File: config.mk
export PLATFORM = sky130hd
export DESIGN_NAME = cache_port_arbiter
export DESIGN_NICKNAME = d
export VERILOG_FILES = /design/src/rtl/cache_arb_pkg.sv /design/src/rtl/cache_port_arbiter_rr.sv /design/src/rtl/cache_port_arbiter.sv
export SDC_FILE = /design/constraint.sdc
export NUM_CORES = 1
export LEC_CHECK = 0
export ABC_AREA = 1
export ABC_CLOCK_PERIOD_IN_PS = 2750
export CAP_MARGIN = 40
export CORE_UTILIZATION = 44
export DETAILED_ROUTE_END_ITERATION = 10
export GPL_TIMING_DRIVEN = 0
export HOLD_SLACK_MARGIN = 0.08
export PLACE_DENSITY = 0.87
export SLEW_MARGIN = 15
export SYNTH_ARGS = -nofsm -noshare
export SYNTH_HDL_FRONTEND = slang
export SYNTH_SLANG_ARGS = --single-unit
File: constraint.sdc
create_clock -name clk -period 2.75 [get_ports clk]
set_clock_uncertainty 0.2 [all_clocks]
set_input_delay 0.4125 -clock clk [delete_from_list [all_inputs] [get_ports clk]]
set_output_delay 0.4125 -clock clk [all_outputs]
set_load 0.1 [all_outputs]
File: src/rtl/cache_arb_pkg.sv
// Shared types for the two-port cache arbiter: FSM states, port index and port names.
package cache_arb_pkg;

    typedef enum logic [1:0] {
        IDLE  = 2'd0,
        ISSUE = 2'd1,
        WAIT  = 2'd2
    } arb_state_t;

    typedef logic port_idx_t;

    localparam port_idx_t PORT_IF = 1'b0;
    localparam port_idx_t PORT_LS = 1'b1;

    function automatic logic [1:0] port_onehot(input port_idx_t p);
        return p ? 2'b10 : 2'b01;
    endfunction

endpackage

File: src/rtl/cache_port_arbiter_rr.sv
// Two-way picker: round-robin (last-served loses ties) or fixed priority to port 1.
module rr_arbiter2
    import cache_arb_pkg::*;
(
    input  logic [1:0] req,
    input  port_idx_t  last,
    input  logic       fixed,
    output logic [1:0] grant,
    output port_idx_t  idx
);

    port_idx_t favored;
    port_idx_t other;

    always_comb begin
        favored = fixed ? PORT_LS : ~last;
        other   = ~favored;
        grant   = 2'b00;
        idx     = favored;
        if (req[favored]) begin
            grant = port_onehot(favored);
            idx   = favored;
        end else if (req[other]) begin
            grant = port_onehot(other);
            idx   = other;
        end
    end

endmodule

File: src/rtl/cache_port_arbiter.sv
// Shares the cache core port between instruction fetch (port 0) and load/store (port 1),
// one transaction at a time, with a per-transaction watchdog.
module cache_port_arbiter
    import cache_arb_pkg::*;
#(
    parameter int ADDR_W     = 27,
    parameter int DATA_W     = 32,
    parameter int TIMEOUT    = 4096,
    parameter int FIXED_PRIO = 0
) (
    input  logic                   clk,
    input  logic                   rst_n,
    input  logic [1:0]             req,
    input  logic [1:0][ADDR_W-1:0] req_addr,
    input  logic [1:0]             req_we,
    input  logic [1:0][DATA_W-1:0] req_wdata,
    output logic [1:0]             gnt,
    output logic [1:0]             rvalid,
    output logic [DATA_W-1:0]      rdata,
    output logic                   err,
    output logic [ADDR_W-1:0]      cache_addr,
    output logic [DATA_W-1:0]      cache_wdata,
    output logic                   cache_write,
    output logic                   cache_enable,
    input  logic [DATA_W-1:0]      cache_rdata,
    input  logic                   cache_available,
    output arb_state_t             dbg_state
);

    // Handshake: req[p] is a level held by the requester until gnt[p]; gnt[p] is the
    // single-cycle accept. rvalid[p] is a single-cycle completion with no backpressure.

    localparam int CNT_W = $clog2(TIMEOUT);

    arb_state_t       state;
    port_idx_t        winner;
    port_idx_t        last;
    logic [CNT_W-1:0] cnt;
    logic [1:0]       arb_grant;
    port_idx_t        arb_idx;

    rr_arbiter2 u_pick (
        .req   (req),
        .last  (last),
        .fixed (FIXED_PRIO != 0),
        .grant (arb_grant),
        .idx   (arb_idx)
    );

    // Gated by rst_n so gnt also reads zero while reset is held.
    assign gnt       = (state == IDLE && rst_n) ? arb_grant : 2'b00;
    assign dbg_state = state;

    always_ff @(posedge clk or negedge rst_n) begin
        if (!rst_n) begin
            state        <= IDLE;
            winner       <= PORT_IF;
            last         <= PORT_IF;
            cnt          <= '0;
            rvalid       <= 2'b00;
            rdata        <= '0;
            err          <= 1'b0;
            cache_addr   <= '0;
            cache_wdata  <= '0;
            cache_write  <= 1'b0;
            cache_enable <= 1'b0;
        end else begin
            rvalid <= 2'b00;
            case (state)
                IDLE: begin
                    if (|req) begin
                        cache_addr   <= req_addr[arb_idx];
                        cache_write  <= req_we[arb_idx];
                        cache_wdata  <= req_wdata[arb_idx];
                        winner       <= arb_idx;
                        cache_enable <= 1'b1;
                        state        <= ISSUE;
                    end
                end
                ISSUE: begin
                    cache_enable <= 1'b0;
                    cnt          <= '0;
                    state        <= WAIT;
                end
                WAIT: begin
                    if (cache_available) begin
                        if (!cache_write) begin
                            rdata <= cache_rdata;
                        end
                        rvalid <= port_onehot(winner);
                        last   <= winner;
                        state  <= IDLE;
                    end else if (cnt == CNT_W'(TIMEOUT - 1)) begin
                        err    <= 1'b1;
                        rdata  <= '0;
                        rvalid <= port_onehot(winner);
                        state  <= IDLE;
                    end else begin
                        cnt <= cnt + 1'b1;
                    end
                end
                default: state <= IDLE;
            endcase
        end
    end

endmodule

[Word-level counts from Yosys, hierarchy flattened]
Cells that the tools add are included.
Operators by class
  reductions and logical operators: 13
  order comparisons: 3
  mux-type cells: 33
  $add $sub $neg: 1
  equal/unequal tests: 8
  bitwise gates (word level): 2
Operators by type and width (number)
  32-bit 2-to-1 mux: 5
  27-bit 2-to-1 mux: 2
  12-bit 2-to-1 mux: 2
  2-bit 2-to-1 mux: 12
  12-bit case mux with 2 select lines: 1
  12-bit by 1-bit adder with 12-bit output (second input constant): 1
  12-bit == test (second input constant): 1
  1-bit 2-to-1 mux: 9
  3-bit AND reduction: 3
  2-bit AND reduction: 4
  1-bit by 2-bit < comparator with 1-bit output (second input constant): 3
  2-bit inequality test (second input constant): 3
  2-bit case mux with 3 select lines: 1
  2-bit nonzero test: 3
  3-bit inequality test (second input constant): 1
  2-bit by 1-bit == test with 1-bit output (second input constant): 1
  2-bit == test (second input constant): 1
  2-bit logical NOT: 1
  2-bit by 1-bit inequality test with 1-bit output (second input constant): 1
  1-bit NOT: 2
  1-bit case mux with 2 select lines: 1
  2-bit OR reduction: 1
  1-bit logical AND: 1
Word-level totals
  flip-flop bits (word level): 112
  output and inout bits: 100
  logic and storage cells: 71
  input port bits: 157

[Depth between registers and ports, before layout]
Gate-level depths: netlist (run 1).
  depth in word-level cells: 6
  depth in mapped cells: 10
  mapped depth without buffers: 9

[Cells and area by module]
Synthesis (run 1) repeated with hierarchy kept, for this count alone.
Second synthesis, totals
  cell total of the unflattened synthesis: 613
  area total of the unflattened synthesis: 5054.8 um^2
By module, submodules not included
  cache_port_arbiter: cells each 604, instances 1, sequential area each 2802.7 um^2, area an instance 5013.6 um^2
  rr_arbiter2: cells each 9, instances 1, sequential area each 0.0 um^2, area an instance 41.3 um^2

[Worst setup path after synthesis (run 1)]
No wires, ideal clock.
  kind: reg2out
  from: reg state[1], in the netlist dbg_state[1]
  to: out gnt[1]
  setup slack: -1.018 ns
  path buffers: 0
  cell stages (with the launch flop): 4
  data arrival time: 3.156 ns
  cells stage by stage: dfrtp_1 nor2_1 nand2_1 nor3_1
On the way
  word-level cells in the longest chain between the ends: 3
RTL lines
  start, declared: line cache_port_arbiter.sv:35  | arb_state_t state;
  start signal, assigned: line cache_port_arbiter.sv:56  | state <= IDLE;
  start signal, assigned: line cache_port_arbiter.sv:77  | state <= ISSUE;
  start signal, assigned: line cache_port_arbiter.sv:83  | state <= WAIT;
  2-bit logical NOT: line cache_port_arbiter.sv:51  | assign gnt = (state == IDLE && rst_n) ? arb_grant : 2'b00;
  1-bit logical AND: line cache_port_arbiter.sv:51
  2-bit 2-to-1 mux: line cache_port_arbiter.sv:51
  end, declared: line cache_port_arbiter.sv:17  | output logic [1:0] gnt,
Every way passes these cells.

[Worst setup path after layout (run 1)]
  from: in req[1]
  to: out gnt[0]
On the way
  word-level cells in the longest chain between the ends: 5
  elaborated cells between the ends (all ways): 7
  those cells by class: 7 x mux
RTL lines
  start, declared: line cache_port_arbiter.sv:13  | input logic [1:0] req,
  1-bit 2-to-1 mux (not written as such) (2 in series): line cache_port_arbiter_rr.sv:23  | end else if (req[other]) begin
  2-bit 2-to-1 mux: line cache_port_arbiter_rr.sv:23
  2-bit 2-to-1 mux (*): line cache_port_arbiter_rr.sv:20  | if (req[favored]) begin
  2-bit 2-to-1 mux (*): line cache_port_arbiter.sv:51
Every way passes the cells marked *; elsewhere a longest branch is shown, timed or not. The select of a mux whose other input is x is not followed.

==> flow_metrics.py, run 1 <==
metrics = {
    "global_route": {
        "antenna_found_initial": 1,
        "grt_max_degree": 47,
        "grt_pass1_wl_um": 37400,
        "grt_usage_pct": 42.7,
        "grt_pass1_vias": 7041,
        "overflow": 0,
    },
    "run": {
        "maxCapViolCount": 0,
    },
    "yosys": {
        "ys_ff_latch": 112,
        "syn_avg_cell_area_um2": 8.29,
        "synth_fp_nets": 780,
        "seq_area_frac_synth_pct": 54.4,
        "synth_cell_types": 27,
        "synthCells": 621,
        "syn_area_um2": 5150,
        "ys_warn_count": 0,
    },
    "min_path": {
        "worstHoldEndpoint": "rvalid[0]$_DFF_PN0_",
        "min-delay-start": "winner$_DFFE_PN0P_",
        "hold_depth": 1,
        "hold_class": "reg -> reg",
    },
    "floorplanning": {
        "rows": 39,
        "start_util_pct": 45.1,
        "core_area_um2": 11400,
        "die-area_um2": 12100,
        "io_pins": 257,
        "fp.dieW_um": 110,
        "die_h_um": 110,
    },
    "timing": {
        "hold_viol": 0,
        "grt_setup_unrepaired": "no",
        "finalWorstSetupSlack_ns": 0.294,
        "tightest_slew_ns": 0.572,
        "max_freq_ghz": 0.407,
        "finalSetupViolCount": 0,
        "slew_viol_final": 0,
        "setup_tns_ns": 0,
        "period_minus_slack_ns": 2.46,
        "period_share_pct": 89.3,
        "maxSlewHeadroom_pct": 61.9,
    },
    "final_layout": {
        "layout.nets": 1150,
        "final_common_cell": "clkdlybuf4s50_1",
        "multi_input_area_um2": 2070,
        "nFillCells": 451,
        "mostFrequentLayoutCells": "252 x clkdlybuf4s50_1, 143 x nand2_1, 119 x a21oi_1",
        "seqCellArea_um2": 2800,
        "post-route-util_pct": 89.6,
        "syn2layout_area_growth_pct": 98.6,
        "drive_gt1_share_pct": 16.8,
    },
    "clock_tree": {
        "cts-buffers-inserted": 9,
        "cts_root_buffer": "clkbuf_16",
        "postCtsSetupBuffers": 0,
        "htree_levels": 3,
        "clock_sinks": 112,
        "clk_path_buf_depth": 2,
        "path_clk_slew_ns": 0.07,
        "clk-insertion-delay-late_ns": 0.37,
        "cts_tree": "done",
    },
    "setup_path": {
        "startpoint_type": "input port",
        "r2r_start": "last$_DFFE_PN0N_",
        "reg2reg_to": "cache_addr[12]$_DFFE_PN0P_",
        "critPathMaxStageDelay_ns": 0.51,
        "path_class": "in -> out",
        "r2r_setup_slack_ns": 0.43,
        "crit_buf_inv": 3,
        "reg2reg_depth": 9,
        "worstPathMaxFanout": 3,
        "cp_cell_sequence": "clkdlybuf4s50_1, inv_1, o21ai_0, ha_1, a21oi_1, nor2_2, buf_12",
        "arrival_ns": 1.84,
        "cp.required_ns": 2.14,
        "crit_path_end_kind": "output port",
        "crit_family": "buffers and inverters",
        "critPathSlowestCell": "clkdlybuf4s50_1",
    },
    "placed_design": {
        "io_buffers": 255,
        "pre_cts_ws_ns": -0.255,
        "place.gp.congestion": 0.889,
        "dp_hpwl_um": 18000,
    },
    "detailed_routing": {
        "drt_iter0_drc": 542,
        "drc": 0,
        "routed_wl_um": 25200,
        "wire_per_inst_um": 22.0,
        "drtAntennaViolNets": 0,
        "vias": 6591,
        "drt-pass1-iter-count": 5,
        "vias_per_cell": 5.78,
    },
    "outcome": {
        "run_status": "finished clean",
    },
}
==> synthesized netlist by cell type, drive strengths merged <==
master / number / area, um2
nor2: 77 / 299
nand4: 7 / 43.8
inv: 23 / 86.3
or2: 1 / 6.26
a21oi: 120 / 612
dfrtp: 112 / 2800
buf: 26 / 160
nor3: 2 / 10.0
clkbuf: 12 / 45.0
o22ai: 1 / 6.26
xor2: 1 / 8.76
nand3b: 2 / 15.0
nand3: 73 / 388
nand2: 145 / 549
o21ai: 17 / 92.6
ha: 2 / 25.0
==> timing repair <==
item | in CTS | in global routing
hold endpoints to repair | 79 | 0
resized for setup | 4 | 0
cloned | 1 | 0
endpoints found under the setup margin | 2 | 1
hold buffers | 4 | 0
==> sequential cells by signal, indices dropped and copies added (netlist names) <==
name	cells
err	1
cache_addr	27
cache_wdata	32
cache_enable	1
rdata	32
winner	1
cnt	12
cache_write	1
rvalid	2
last	1
dbg_state	2
==> worst max path at each step <==
stage	from	to	slack (ns)	cells past startpoint
final	req[1]	gnt[0]	0.29	7
after global routing	req[1]	cache_addr[12]$_DFFE_PN0P_	0.17	10
after CTS	dbg_state[1]$_DFFE_PN0P_	gnt[1]	0.008	5
after detailed placement	rst_n	gnt[1]	-0.25	6
after global placement	rst_n	gnt[1]	-4.59	4
after floorplan	dbg_state[1]$_DFFE_PN0P_	gnt[1]	-0.19	3
==> final cells by class <==
type,instances,share of cell area [%]
Multi-Input combinational cell,448,20.2
Clock inverter,6,0.673
Buffer,38,2.01
Inverter,23,0.844
Clock buffer,10,2.34
Tap cell,143,1.75
Timing Repair Buffer,359,44.7
Sequential cell,112,27.4
Antenna cell,2,0.0489
==> stage by stage <==
| stage | cell area [um2] | hold slack, ns | cells |
|---|---|---|---|
| finish | 10200 | 0.276 | 1141 |
| global route | 10200 | 0.295 | 1140 |
| CTS | 10200 | 0.270 | 1140 |
| detailed placement | 9820 | 0.190 | 1120 |
| global placement | 7890 | 0.250 | 1019 |
| floorplan | 5160 | -0.0831 | 621 |
==> cells by family (layout without fill, tap and decap cells) <==
logic type                 after synthesis  in the layout  synth area share (%)
DFF                                    112            112                  54.4
AOI/OAI and AO/OA                      138            138                  13.8
adders and majority gates                2              2                 0.486
and+or+nand+nor                        307            307                  25.5
buffers and inverters                   61            436                  5.66
other                                    0              2                     0
xor gates and xnor gates                 1              1                 0.170
==> routing by layer <==
layer  global-route usage [%]  vias up  part of all wire, %
li1                         -     2804                    -
met5                        0        -                    0
met2                     72.4      480                   50
met3                     15.1      150                  9.8
met4                     32.5        0                  7.2
met1                     43.2     3157                   33
==> worst register-to-register path, delay by kind of cell, from the launching register on <==
family / cells / cell delay (ns)
compound gates: 3 / 0.50
fa+ha+maj: 1 / 0.28
buf+inv: 2 / 0.54
flops: 1 / 0.40
simple gates: 3 / 0.32
Power of run 1 is not shown: default switching activity piles up to over one toggle a cycle in this logic, so the estimate is an artifact.
==> run 2, diff against run 1 <==
- CORE_UTILIZATION: 44 -> 43
- PLACE_DENSITY: 0.87 -> 0.86
- SYNTH_HIERARCHICAL: not set -> 1
==> run 2 against run 1 <==
Via count is 3.9% lower. Final cell count is 0.88% lower. Utilization is 1.4 points lower. Synthesized cell count is 1.3% lower. Clock-buffer cell count is 3 higher. Critical endpoint is now cache_addr[5]$_DFFE_PN0P_.
==> flow_metrics.py, run 2 <==
metrics = {
    "final_layout": {
        "drive_gt1_share_pct": 15.5,
        "syn2layout_area_growth_pct": 99.1,
        "largest_registers": "cache_wdata (32), rdata (32), cache_addr (27)",
        "post-route-util_pct": 88.1,
        "final_common_cell": "clkdlybuf4s50_1",
        "design_area_um2": 10100,
        "mostFrequentLayoutCells": "253 x clkdlybuf4s50_1, 226 x nand2_1, 112 x dfrtp_1",
        "stdcell_count": 1131,
        "layout.nets": 1139,
    },
    "setup_path": {
        "path_class": "in -> reg",
        "cp_cell_sequence": "clkdlybuf4s50_1, nand3_2, nand2_1, nand2_1, clkbuf_1, clkinv_1, clkbuf_1, nand2_1, a31oi_1",
        "critPathSlowestCell": "clkbuf_1",
        "startpoint_type": "input port",
        "cp.required_ns": 2.82,
        "reg2reg_depth": 8,
        "arrival_ns": 2.58,
        "crit_path_end_kind": "flip-flop",
        "critPathMaxStageDelay_ns": 0.57,
        "r2r_setup_slack_ns": 0.41,
        "r2r_start": "last$_DFFE_PN0N_",
        "reg2reg_to": "cache_addr[5]$_DFFE_PN0P_",
        "crit_start": "req[0]",
        "worstPathMaxFanout": 10,
        "cp_common_cell": "nand2_1",
    },
    "yosys": {
        "synth_fa_ha_area_share_pct": 0.248,
        "synth_simple_gate_area_share_pct": 29.3,
        "synth_ff_type": "dfrtp_1",
        "ys_warn_count": 6,
        "seq_area_frac_synth_pct": 55.4,
        "ys_ff_latch": 112,
        "synth_top_area_share_pct": 55.4,
        "synthCells": 613,
        "synth_top_family_by_area": "simple AND/OR/NAND/NOR gates",
        "ys_async_sr_fraction_pct": 100,
        "synth_cell_types": 27,
        "ys_top_cells_by_count": "226 x nand2_1, 112 x dfrtp_1, 74 x nor2_1",
        "syn_avg_cell_area_um2": 8.25,
        "synth_top_cells_by_area": "dfrtp_1 55%, nand2_1 17%, a31oi_1 7.4%, nor2_1 5.5%, nand3_1 5.0%",
        "yosys-mux-area-fraction_pct": 0,
        "synth_edf_count": 0,
        "synthXorXnorAreaFrac_pct": 0.693,
        "synth_fp_nets": 771,
        "synth-compound-area-share_pct": 8.81,
        "yosysMostFrequentCell": "nand2_1",
        "syn_area_um2": 5050,
        "yosys.area.top_type": "dfrtp_1",
    },
    "floorplanning": {
        "io_pins": 257,
        "start_util_pct": 44.3,
        "die_h_um": 110,
        "core_area_um2": 11400,
        "fp.dieW_um": 110,
        "rows": 39,
        "die-area_um2": 12200,
    },
    "global_route": {
        "grt_pass1_vias": 6725,
        "grt_max_degree": 71,
        "grt_pass1_wl_um": 35700,
        "overflow": 0,
        "antenna_found_initial": 1,
        "grt_usage_pct": 38.3,
    },
    "timing": {
        "maxSlewHeadroom_pct": 52.7,
        "finalSetupViolCount": 0,
        "hold_viol": 0,
        "slew_viol_final": 0,
        "holdWs_ns": 0.261,
        "max_freq_ghz": 0.397,
        "tightest_slew_ns": 0.709,
        "grt_setup_unrepaired": "no",
        "period_minus_slack_ns": 2.52,
        "period_share_pct": 91.6,
    },
    "clock_tree": {
        "ctsResizeCount": 0,
        "clk_path_buf_depth": 2,
        "clock_sinks": 112,
        "path_clk_slew_ns": 0.07,
        "cts_tree": "done",
        "postCtsSetupBuffers": 0,
        "cts_root_buffer": "clkbuf_16",
        "cts-buffers-inserted": 9,
        "clk-insertion-delay-late_ns": 0.36,
        "htree_levels": 3,
    },
    "placed_design": {
        "place.gp.congestion": 0.883,
        "io_buffers": 256,
        "dp.cells": 1113,
        "dp_hpwl_um": 17500,
        "place_area_um2": 9760,
    },
    "detailed_routing": {
        "drt_iter0_drc": 461,
        "drtAntennaViolNets": 0,
        "drt-pass1-iter-count": 6,
        "vias_per_cell": 5.60,
        "routed_wl_um": 23600,
        "wire_per_inst_um": 20.8,
        "drc": 0,
        "vias": 6337,
    },
    "run": {
        "maxCapViolCount": 0,
    },
    "min_path": {
        "hold_class": "reg -> reg",
        "min-delay-start": "winner$_DFFE_PN0P_",
        "worstHoldEndpoint": "rvalid[0]$_DFF_PN0_",
        "hold_depth": 1,
    },
    "outcome": {
        "run_status": "finished clean",
    },
}
==> run 2: cell types whose count changed in the layout (fill, tap and decap cells not counted), sizes merged, moves of 6 or more <==
| cell | delta |
|---|---|
| nand3 | -21 |
| o21ai | -6 |
| nand2 | +82 |
| a31oi | +60 |
| a21oi | -120 |
==> run 2: cell families (layout without fill, tap and decap cells) <==
logic type	Yosys count	count (layout)
other	1	3
AND/OR/NAND/NOR	361	361
XOR/XNOR	4	4
adder cells (fa/ha/maj)	1	1
AO/OA/AOI/OAI	73	73
buffers and inverters	61	434
flip-flops	112	112
==> run 2: worst max path at each step <==
| stage | to | slack (ns) | cells after the start |
|---|---|---|---|
| after floorplan | gnt[0] | -0.19 | 3 |
| after detailed placement | cache_addr[5]$_DFFE_PN0P_ | -0.11 | 9 |
| after CTS | gnt[1] | 0.004 | 6 |
| final | cache_addr[5]$_DFFE_PN0P_ | 0.23 | 9 |
| after global routing | cache_addr[5]$_DFFE_PN0P_ | 0.13 | 9 |
| after global placement | gnt[1] | -4.19 | 4 |
==> run 2: worst max-delay path, delay by kind of cell <==
family | cells | cell delay [ns]
and+or+nand+nor | 4 | 0.39
buffers and inverters | 4 | 1.52
AOI/OAI and AO/OA | 1 | 0.26
==> run 2: final cells by class <==
cell class,instances,area [um2]
timing repair buffer,357,4540
fill,513,1350
clock inverter,3,15.0
multi-input combinational,440,1980
clock buffer,13,270
buffer,36,180
antenna,2,5.00
tap,143,179
inverter,25,93.8
sequential,112,2800
==> run 2: stage by stage <==
stage | setup WS [ns] | TNS [ns]
floorplan | -0.188 | -0.377
global placement | -4.19 | -376.12
detailed placement | -0.105 | -0.260
CTS | 0.00410 | 0
global route | 0.132 | 0
finish | 0.232 | 0
==> run 2: metal layers <==
metal	routed length, um	track usage (%)
met4	1550	22.6
met2	12300	69.4
met3	2070	11.3
met1	7690	38.7
met5	0	0
==> run 2: timing repair <==
action,4_1_cts,5_1_grt
hold buffers,2,0
endpoints found under the hold margin,42,0
endpoints found under the setup margin,0,2
Power of run 2 is left out for the same reason.
